File: config.mk
export PLATFORM = sky130hd
export DESIGN_NAME = memory_rom_arbiter
export DESIGN_NICKNAME = d
export VERILOG_FILES = /design/src/rtl/memory_rom_arbiter_pkg.sv /design/src/rtl/memory_rom_arbiter_rr_select2.sv /design/src/rtl/memory_rom_arbiter.sv
export SDC_FILE = /design/constraint.sdc
export NUM_CORES = 1
export LEC_CHECK = 0
export CAP_MARGIN = 20
export CORE_MARGIN = 4
export CORE_UTILIZATION = 25
export DETAILED_ROUTE_END_ITERATION = 12
export GPL_ROUTABILITY_DRIVEN = 0
export PLACE_DENSITY_LB_ADDON = 0.3
export SLEW_MARGIN = 25
export SYNTH_ARGS = -nofsm -noshare
export SYNTH_HDL_FRONTEND = slang
export SYNTH_SLANG_ARGS = --single-unit
File: constraint.sdc
create_clock -name clk -period 2.2 [get_ports clk]
set_input_delay 0.44 -clock clk [delete_from_list [all_inputs] [get_ports clk]]
set_output_delay 0.44 -clock clk [all_outputs]
set_load 0.05 [all_outputs]
File: src/rtl/memory_rom_arbiter_pkg.sv
// Shared constants and types for the two-port memory_rom read arbiter.
package memory_rom_arbiter_pkg;

  localparam logic [1:0] S_IDLE = 2'd0;
  localparam logic [1:0] S_OWN0 = 2'd1;
  localparam logic [1:0] S_OWN1 = 2'd2;

  localparam logic REQ0 = 1'b0;
  localparam logic REQ1 = 1'b1;

  typedef struct packed {
    logic valid;
    logic winner;
  } rr_pick_t;

endpackage

File: src/rtl/memory_rom_arbiter_rr_select2.sv
// Combinational two-way round-robin pick: the requester that did not win last is preferred.
module rr_select2
  import memory_rom_arbiter_pkg::*;
(
  input  logic req0_i,
  input  logic req1_i,
  input  logic rr_last_i,
  output logic valid_o,
  output logic winner_o
);

  rr_pick_t pick;

  always_comb begin
    pick.valid  = req0_i | req1_i;
    pick.winner = REQ0;
    if (rr_last_i == REQ1) begin
      pick.winner = req0_i ? REQ0 : REQ1;
    end else begin
      pick.winner = req1_i ? REQ1 : REQ0;
    end
  end

  assign valid_o  = pick.valid;
  assign winner_o = pick.winner;

endmodule

File: src/rtl/memory_rom_arbiter.sv
// Shares one 1-cycle-latency memory_rom between two requesters; round-robin with a
// bounded lock for bursts, data returned with a registered valid to the grant owner.
module memory_rom_arbiter
  import memory_rom_arbiter_pkg::*;
#(
  parameter int unsigned A_WIDTH   = 4,
  parameter int unsigned D_WIDTH   = 48,
  parameter int unsigned MAX_BURST = 4
) (
  input  logic               clk,
  input  logic               rst,
  input  logic               req0,
  input  logic [A_WIDTH-1:0] addr0,
  input  logic               lock0,
  output logic               gnt0,
  output logic               rvalid0,
  output logic [D_WIDTH-1:0] rdata0,
  input  logic               req1,
  input  logic [A_WIDTH-1:0] addr1,
  input  logic               lock1,
  output logic               gnt1,
  output logic               rvalid1,
  output logic [D_WIDTH-1:0] rdata1,
  output logic [A_WIDTH-1:0] rom_adress,
  output logic               rom_re,
  input  logic [D_WIDTH-1:0] rom_data
);

  localparam int unsigned        CNT_W        = $clog2(MAX_BURST) + 1;
  localparam logic [CNT_W-1:0]   CNT_LOCK_MAX = CNT_W'(MAX_BURST - 1);
  localparam logic [CNT_W-1:0]   CNT_SAT      = CNT_W'(MAX_BURST);

  logic [1:0]       state_q, state_d;
  logic             rr_last_q, rr_last_d;
  logic [CNT_W-1:0] burst_cnt_q, burst_cnt_d;
  logic             rd_valid_q, rd_owner_q;

  logic rr_valid, rr_winner;
  logic lock_win, grant_v, winner, lock_w;

  rr_select2 u_rr_select2 (
    .req0_i   (req0),
    .req1_i   (req1),
    .rr_last_i(rr_last_q),
    .valid_o  (rr_valid),
    .winner_o (rr_winner)
  );

  // Winner selection: a live lock with burst budget left beats round-robin.
  always_comb begin
    lock_win = 1'b0;
    winner   = rr_winner;
    grant_v  = 1'b0;
    if (!rst) begin
      if ((state_q == S_OWN0) && req0 && (burst_cnt_q < CNT_LOCK_MAX)) begin
        lock_win = 1'b1;
        winner   = REQ0;
      end else if ((state_q == S_OWN1) && req1 && (burst_cnt_q < CNT_LOCK_MAX)) begin
        lock_win = 1'b1;
        winner   = REQ1;
      end
      grant_v = lock_win | rr_valid;
    end
  end

  assign gnt0       = grant_v & (winner == REQ0);
  assign gnt1       = grant_v & (winner == REQ1);
  assign rom_re     = grant_v;
  assign rom_adress = grant_v ? ((winner == REQ1) ? addr1 : addr0) : '0;

  // Next-state: lock requests ownership, burst counter only advances on lock wins.
  always_comb begin
    state_d     = S_IDLE;
    burst_cnt_d = '0;
    rr_last_d   = rr_last_q;
    lock_w      = (winner == REQ1) ? lock1 : lock0;
    if (grant_v) begin
      rr_last_d = winner;
      if (lock_w) begin
        state_d = (winner == REQ1) ? S_OWN1 : S_OWN0;
      end
      if (lock_win) begin
        burst_cnt_d = (burst_cnt_q == CNT_SAT) ? burst_cnt_q : burst_cnt_q + CNT_W'(1);
      end
    end
  end

  always_ff @(posedge clk or posedge rst) begin
    if (rst) begin
      state_q     <= S_IDLE;
      rr_last_q   <= REQ1;
      burst_cnt_q <= '0;
    end else begin
      state_q     <= state_d;
      rr_last_q   <= rr_last_d;
      burst_cnt_q <= burst_cnt_d;
    end
  end

  // Owner id follows the ROM's one-cycle read latency.
  always_ff @(posedge clk or posedge rst) begin
    if (rst) begin
      rd_valid_q <= 1'b0;
      rd_owner_q <= REQ0;
    end else begin
      rd_valid_q <= grant_v;
      rd_owner_q <= winner;
    end
  end

  assign rvalid0 = rd_valid_q & (rd_owner_q == REQ0);
  assign rvalid1 = rd_valid_q & (rd_owner_q == REQ1);
  assign rdata0  = rom_data;
  assign rdata1  = rom_data;

endmodule

==> flow_metrics.env, run 1 <==
export IMPL_syn_cell_area_um2=1200
export IMPL_cp_num_buf_inv=2
export IMPL_dieWidth_um=77.4
export IMPL_peakVddDrop_uv=192
export IMPL_finalMaxSlewViolations=0
export IMPL_skew_ns=0.00600
export IMPL_maxCapViolCount=0
export IMPL_hold_ws_ns=0.457
export IMPL_die_h_um=77.4
export IMPL_via_per_inst=3.84
export IMPL_p_sw_w=0.000222
export IMPL_dp_hpwl_um=1400
export IMPL_synth_cells=151
export IMPL_dpl_cell_count=138
export IMPL_clock_sinks=8
export IMPL_htreeDepth=1
export IMPL_seq_area_frac_synth=0.167
export IMPL_cpPeakStageDelay_ns=0.40
export IMPL_tightest_slew_ns=0.493
export IMPL_power_frac_comb=0.474
export IMPL_synth_distinct_cells=23
export IMPL_rows=24
export IMPL_min_period_over_period=1.05
export IMPL_fill_cells=511
export IMPL_yosysWarnings=0
export IMPL_drive_gt1_frac=0.394
export IMPL_hp_class="input port to asynchronous set/reset pin"
export IMPL_p_int_w=0.000459
export IMPL_routed_wl_um=1760
export IMPL_grt_max_degree=12
export IMPL_setup_viol=6
export IMPL_rsz0062_at_grt="true"
export IMPL_cts_buffer_depth=2
export IMPL_fin_ws_ns=-0.106
export IMPL_core_area_um2=4500
export IMPL_area_growth_pct=-10.8
export IMPL_grt_pass1_wl_um=2880
export IMPL_ant_nets=0
export IMPL_drc=0
export IMPL_place_area_um2=965
export IMPL_rrSetupSlack_ns=0.58
export IMPL_fmaxAchievable_ghz=0.434
export IMPL_grt_antenna_before_repair=0
export IMPL_fin_area_um2=1070
export IMPL_cts_hold_buf=0
export IMPL_total_power_w=0.000680
export IMPL_crit_top_cell="buf_12"
export IMPL_cp_slowest_cell="dfrtp_1"
export IMPL_cp_start_kind="flop"
export IMPL_path_max_fanout=6
export IMPL_cts_root_buf="clkbuf_8"
export IMPL_synth_edf_count=0
export IMPL_vias=561
export IMPL_cts_made_buffers=3
export IMPL_synth_ff_type="dfrtp_1"
export IMPL_fin_cells=146
export IMPL_min_period_ns=2.31
export IMPL_io_buffers=22
export IMPL_clkPwrFrac=0.269
export IMPL_postSynthAreaPerCell_um2=7.98
export IMPL_grt_usage=0.0602
export IMPL_cp_data_required_time_ns=1.76
export IMPL_io_pins=167
export IMPL_cp_data_arrival_time_ns=1.87
export IMPL_hold_viol=0
export IMPL_insertedDiodeCount=0
export IMPL_wl_per_cell_um=12.1
export IMPL_worst_setup_path_end_kind="output pin"
export IMPL_overflow=0
export IMPL_synthArstFlopShare=1.00
export IMPL_firstDrtPassIters=2
export IMPL_drt_initial_drc_count=5
export IMPL_synth_nets=215
export IMPL_cellPowerDensity_nw_per_um2=633
export IMPL_grt_pass1_vias=702
export IMPL_worstPathCellList="a211oi_4, nor3b_2, a221oi_4, buf_12, mux2i_4, buf_12"
export IMPL_start_util=0.268
export IMPL_outcome="complete, but fails checks"
export IMPL_violations="negative setup slack"
export IMPL_seq_power_share=0.257
export IMPL_swShare=0.326
export IMPL_crit_type="flop to output pin"
export IMPL_clk_pin_slew_ns=0.04
export IMPL_dieArea_um2=5990
export IMPL_clk_latency_ns=0.23
export IMPL_worst_slew_margin_rel=0.670
export IMPL_p_leak_nw=0.444
export IMPL_cts_tree="done"
export IMPL_ys_ff_latch=8
export IMPL_layout_nets=159
export IMPL_crit_family="compound AO/OA/AOI/OAI gates"
-- area by class of cell --
type / count / area (µm²) / share of cell area
Clock buffer: 4 / 45.0 / 0.0419
Tap cell: 52 / 65.1 / 0.0605
Multi-Input combinational cell: 42 / 350 / 0.326
Sequential cell: 8 / 203 / 0.189
Inverter: 4 / 15.0 / 0.0140
Timing Repair Buffer: 36 / 397 / 0.369
-- layer usage --
metal  share of wire  vias up  GRT usage  wire [µm]
li1                -      261          -          -
met5               0        -          0          0
met1            0.26      262     0.0364        463
met2            0.56       25      0.117        979
met3            0.13       13     0.0301        234
met4           0.048        0     0.0641         84
-- worst register-to-register path, cell delays in order, from the launching register on --
cell and delay [ns]:
dfrtp_1 0.40, a211oi_4 0.30, nor3b_2 0.10, a221oi_4 0.25, buf_12 0.18, buf_4 0.12, and3b_1 0.16
-- sequential cells by signal, indices dropped and copies added, names as in the netlist --
name         count
burst_cnt_q      3
rd_owner_q       1
state_q          2
rr_last_q        1
rd_valid_q       1
-- synthesized netlist by cell type, types with 2 or more instances --
master,instances,area [µm²]
buf_4,96,721
nand2_1,11,41.3
dfrtp_1,7,175
nor2_1,5,18.8
inv_1,4,15.0
mux2i_1,4,40.0
a21oi_1,3,15.0
and2_1,2,12.5
and3b_1,2,17.5
ha_1,2,25.0
nor2b_1,2,12.5
nor3_1,2,10.0
-- path summary, 6_finish.rpt --
kind	start	to	cells after the start
max in group asynchronous	rst	rr_last_q$_DFFE_PP1P_	3
worst max register to register	burst_cnt_q[1]$_DFFE_PP0P_	state_q[1]$_DFF_PP0_	6
worst max-delay path	burst_cnt_q[1]$_DFFE_PP0P_	rom_adress[0]	6
worst min register to register	rr_last_q$_DFFE_PP1P_	rr_last_q$_DFFE_PP1P_	2
worst min-delay path	rst	burst_cnt_q[0]$_DFFE_PP0P_	3
min in group clk	rr_last_q$_DFFE_PP1P_	rr_last_q$_DFFE_PP1P_	2
-- power by group through the flow --
stage                     clock network [W]  logic (W)  registers (W)
after CTS                          0.000190   0.000319       0.000176
after global placement                    0   0.000298       0.000175
after detailed placement                  0   0.000300       0.000177
final                              0.000183   0.000322       0.000175
after global routing               0.000198   0.000339       0.000177
after floorplan                           0   0.000624       0.000172
-- repair_timing --
| action | in CTS | in global routing |
|---|---|---|
| cloned | 0 | 0 |
| pin swaps | 2 | 2 |
| gates resized for setup | 11 | 1 |
| setup buffers | 3 | 1 |
| endpoints found under the setup margin | 6 | 5 |
-- placed cells by master (no fill, tap or decap), types with 2 or more instances in the layout --
master and count:
a21oi_1 3, and3b_1 2, buf_12 7, buf_4 13, clkbuf_8 3, clkdlybuf4s50_1 12
dfrtp_1 6, dlygate4sd2_1 2, ha_1 2, inv_1 4, mux2i_4 4, nand2_1 11
nor2_1 5, nor2b_1 2
-- cell families (layout without fill, tap and decap cells) --
kind of cell	count (synthesis)	in the layout	synth area share
multiplexers	4	4	0.0332
buffers and inverters	101	44	0.614
flip-flops	8	8	0.167
adder cells (fa/ha/maj)	2	2	0.0208
AND/OR/NAND/NOR	30	30	0.126
AO/OA/AOI/OAI	6	6	0.0394
-- metrics by stage --
stage | setup slack, ns | setup TNS [ns] | util
global placement | -0.392 | -1.99 | 0.214
CTS | -0.127 | -0.504 | 0.236
global route | -0.201 | -0.938 | 0.239
finish | -0.106 | -0.408 | 0.239
floorplan | -0.216 | -0.711 | -
detailed placement | -0.405 | -1.98 | 0.214
Power figures use the tool's default switching activity.
==> inputs of run 2 (changes only) <==
--- a/config.mk
+++ b/config.mk
@@ -11,6 +11,7 @@
 export DETAILED_ROUTE_END_ITERATION = 12
 export GPL_ROUTABILITY_DRIVEN = 0
 export PLACE_DENSITY_LB_ADDON = 0.3
+export SKIP_CTS_REPAIR_TIMING = 1
 export SLEW_MARGIN = 25
 export SYNTH_ARGS = -nofsm -noshare
 export SYNTH_HDL_FRONTEND = slang
==> run 2 against run 1 <==
Compared with the run above:
- the flow still finishes with violations (negative setup slack)
- clock skew hardly changed
- routed wire length is 2.0% lower
- maximum frequency down 0.71%
- final cell count is 0.68% lower
- utilization hardly changed
- sequential power about the same
- via count shrank 1.4%
- sequential share of layout area rose by 0.094 points
- largest power group unchanged
- highest routed layer unchanged
==> flow_metrics.env, run 2 (synthesis gave the netlist of run 1 again) <==
export IMPL_outcome="complete, but fails checks"
export IMPL_violations="negative setup slack"
export IMPL_via_per_inst=3.81
export IMPL_cp_num_buf_inv=2
export IMPL_overflow=0
export IMPL_grt_antenna_before_repair=0
export IMPL_area_growth_pct=-10.7
export IMPL_seq_power_share=0.258
export IMPL_cp_data_arrival_time_ns=1.88
export IMPL_largest_reg_flops=3
export IMPL_cts_made_buffers=3
export IMPL_io_buffers=22
export IMPL_total_power_w=0.000680
export IMPL_cpPeakStageDelay_ns=0.42
export IMPL_final_cell_mix="clkdlybuf4s50_1, buf_4, nand2_1, buf_12"
export IMPL_hold_viol=0
export IMPL_clkPwrFrac=0.270
export IMPL_cp_start_kind="flop"
export IMPL_peakVddDrop_uv=192
export IMPL_fin_ws_ns=-0.123
export IMPL_rows=24
export IMPL_cp_data_required_time_ns=1.76
export IMPL_cts_tree="done"
export IMPL_worstPathCellList="a211oi_4, nor3b_2, a221oi_4, buf_12, mux2i_4, buf_12"
export IMPL_finalMaxSlewViolations=0
export IMPL_firstDrtPassIters=4
export IMPL_dp_worst_setup_slack_ns=-0.405
export IMPL_layout_nets=158
export IMPL_crit_type="flop to output pin"
export IMPL_dieArea_um2=5990
export IMPL_maxCapViolCount=0
export IMPL_routed_wl_um=1730
export IMPL_dieWidth_um=77.4
export IMPL_p_sw_w=0.000221
export IMPL_vias=553
export IMPL_worst_setup_path_end_kind="output pin"
export IMPL_cp_slowest_cell="dfrtp_2"
export IMPL_htreeDepth=1
export IMPL_clk_pin_slew_ns=0.04
export IMPL_die_h_um=77.4
export IMPL_rsz0062_at_grt="true"
export IMPL_insertedDiodeCount=0
export IMPL_fmaxAchievable_ghz=0.431
export IMPL_ant_nets=0
export IMPL_grt_pass1_wl_um=2720
export IMPL_worst_slew_margin_rel=0.670
export IMPL_tightest_slew_ns=0.493
export IMPL_cts_root_buf="clkbuf_8"
export IMPL_io_pins=167
export IMPL_dp_hpwl_um=1400
export IMPL_wl_per_cell_um=11.9
export IMPL_core_area_um2=4500
export IMPL_crit_top_cell="buf_12"
export IMPL_cellPowerDensity_nw_per_um2=632
export IMPL_cts_buffer_depth=2
export IMPL_dpl_cell_count=138
export IMPL_clk_latency_ns=0.23
export IMPL_hp_class="input port to asynchronous set/reset pin"
export IMPL_p_int_w=0.000459
export IMPL_grt_pass1_vias=664
export IMPL_top_register="burst_cnt_q"
export IMPL_drc=0
export IMPL_fin_cells=145
export IMPL_path_max_fanout=6
export IMPL_grt_max_degree=12
export IMPL_drive_gt1_frac=0.398
export IMPL_setup_viol=6
export IMPL_min_period_ns=2.32
export IMPL_largestRegisters="burst_cnt_q: 3 flops, state_q: 2 flops"
export IMPL_clock_sinks=8
export IMPL_power_frac_comb=0.473
export IMPL_start_util=0.268
export IMPL_min_period_over_period=1.06
export IMPL_grt_usage=0.0568
export IMPL_crit_family="compound AO/OA/AOI/OAI gates"
export IMPL_p_leak_nw=0.460
export IMPL_swShare=0.325
export IMPL_skew_ns=0.00605
export IMPL_drt_initial_drc_count=7
-- run 2: cell count changes in the layout (fill, tap and decap cells not counted), sizes merged --
cell	change
buf	-1
clkdlybuf4s15	-1
dlygate4sd2	-2
dlymetal6s2s	+3
-- run 2: worst register-to-register path: stages (launching register included) --
cell,delay [ns]
dfrtp_2,0.42
a211oi_4,0.29
nor3b_2,0.10
a221oi_4,0.25
buf_12,0.18
buf_4,0.12
and3b_1,0.16
-- run 2: layout make-up --
class / count / area [µm²]
Inverter: 4 / 15.0
Timing Repair Buffer: 35 / 399
Multi-Input combinational cell: 42 / 348
Clock buffer: 4 / 45.0
Fill cell: 505 / 3430
Tap cell: 52 / 65.1
Sequential cell: 8 / 204
-- run 2: per-layer routing --
metal	part of all wire	GRT usage	vias to the layer above
met5	0	0	-
met4	0.045	0.0623	0
met3	0.14	0.0301	14
met1	0.27	0.0370	256
met2	0.54	0.104	25
li1	-	-	258
-- run 2: final timing paths --
| kind | startpoint | end | slack (ns) | cells past startpoint |
|---|---|---|---|---|
| setup reg to reg | burst_cnt_q[0]$_DFFE_PP0P_ | state_q[1]$_DFF_PP0_ | 0.56 | 6 |
| max in group asynchronous | rst | rr_last_q$_DFFE_PP1P_ | 1.53 | 3 |
| hold / removal | rst | state_q[1]$_DFF_PP0_ | 0.38 | 3 |
| min in group clk | burst_cnt_q[0]$_DFFE_PP0P_ | burst_cnt_q[0]$_DFFE_PP0P_ | 0.49 | 1 |
| setup / recovery | burst_cnt_q[0]$_DFFE_PP0P_ | rom_adress[0] | -0.12 | 6 |
| hold reg to reg | burst_cnt_q[0]$_DFFE_PP0P_ | burst_cnt_q[0]$_DFFE_PP0P_ | 0.49 | 1 |
-- run 2: stage by stage --
stage                     utilization  TNS, ns  hold WS (ns)  area [µm²]
after floorplan                     -   -0.711         0.255        1260
after global placement          0.214    -1.99         0.519         965
after detailed placement        0.214    -1.98         0.535         965
after CTS                       0.224    -2.10         0.546        1010
after global routing            0.239    -1.00         0.415        1080
final                           0.239   -0.511         0.381        1080
-- run 2: power by group through the flow --
stage	combinational [W]	sequential (W)	clock, W
3_5_place_dp	0.000300	0.000177	0
4_1_cts	0.000301	0.000175	0.000190
6_report	0.000321	0.000175	0.000183
5_1_grt	0.000339	0.000177	0.000198
3_3_place_gp	0.000298	0.000175	0
2_1_floorplan	0.000624	0.000172	0
==> inputs of run 3 (changes only) <==
--- a/config.mk
+++ b/config.mk
@@ -5,7 +5,6 @@
 export SDC_FILE = /design/constraint.sdc
 export NUM_CORES = 1
 export LEC_CHECK = 0
-export CAP_MARGIN = 20
 export CORE_MARGIN = 4
 export CORE_UTILIZATION = 25
 export DETAILED_ROUTE_END_ITERATION = 12
==> results of run 3 <==
Final layout, timing and power as in run 2 (identical DEF).
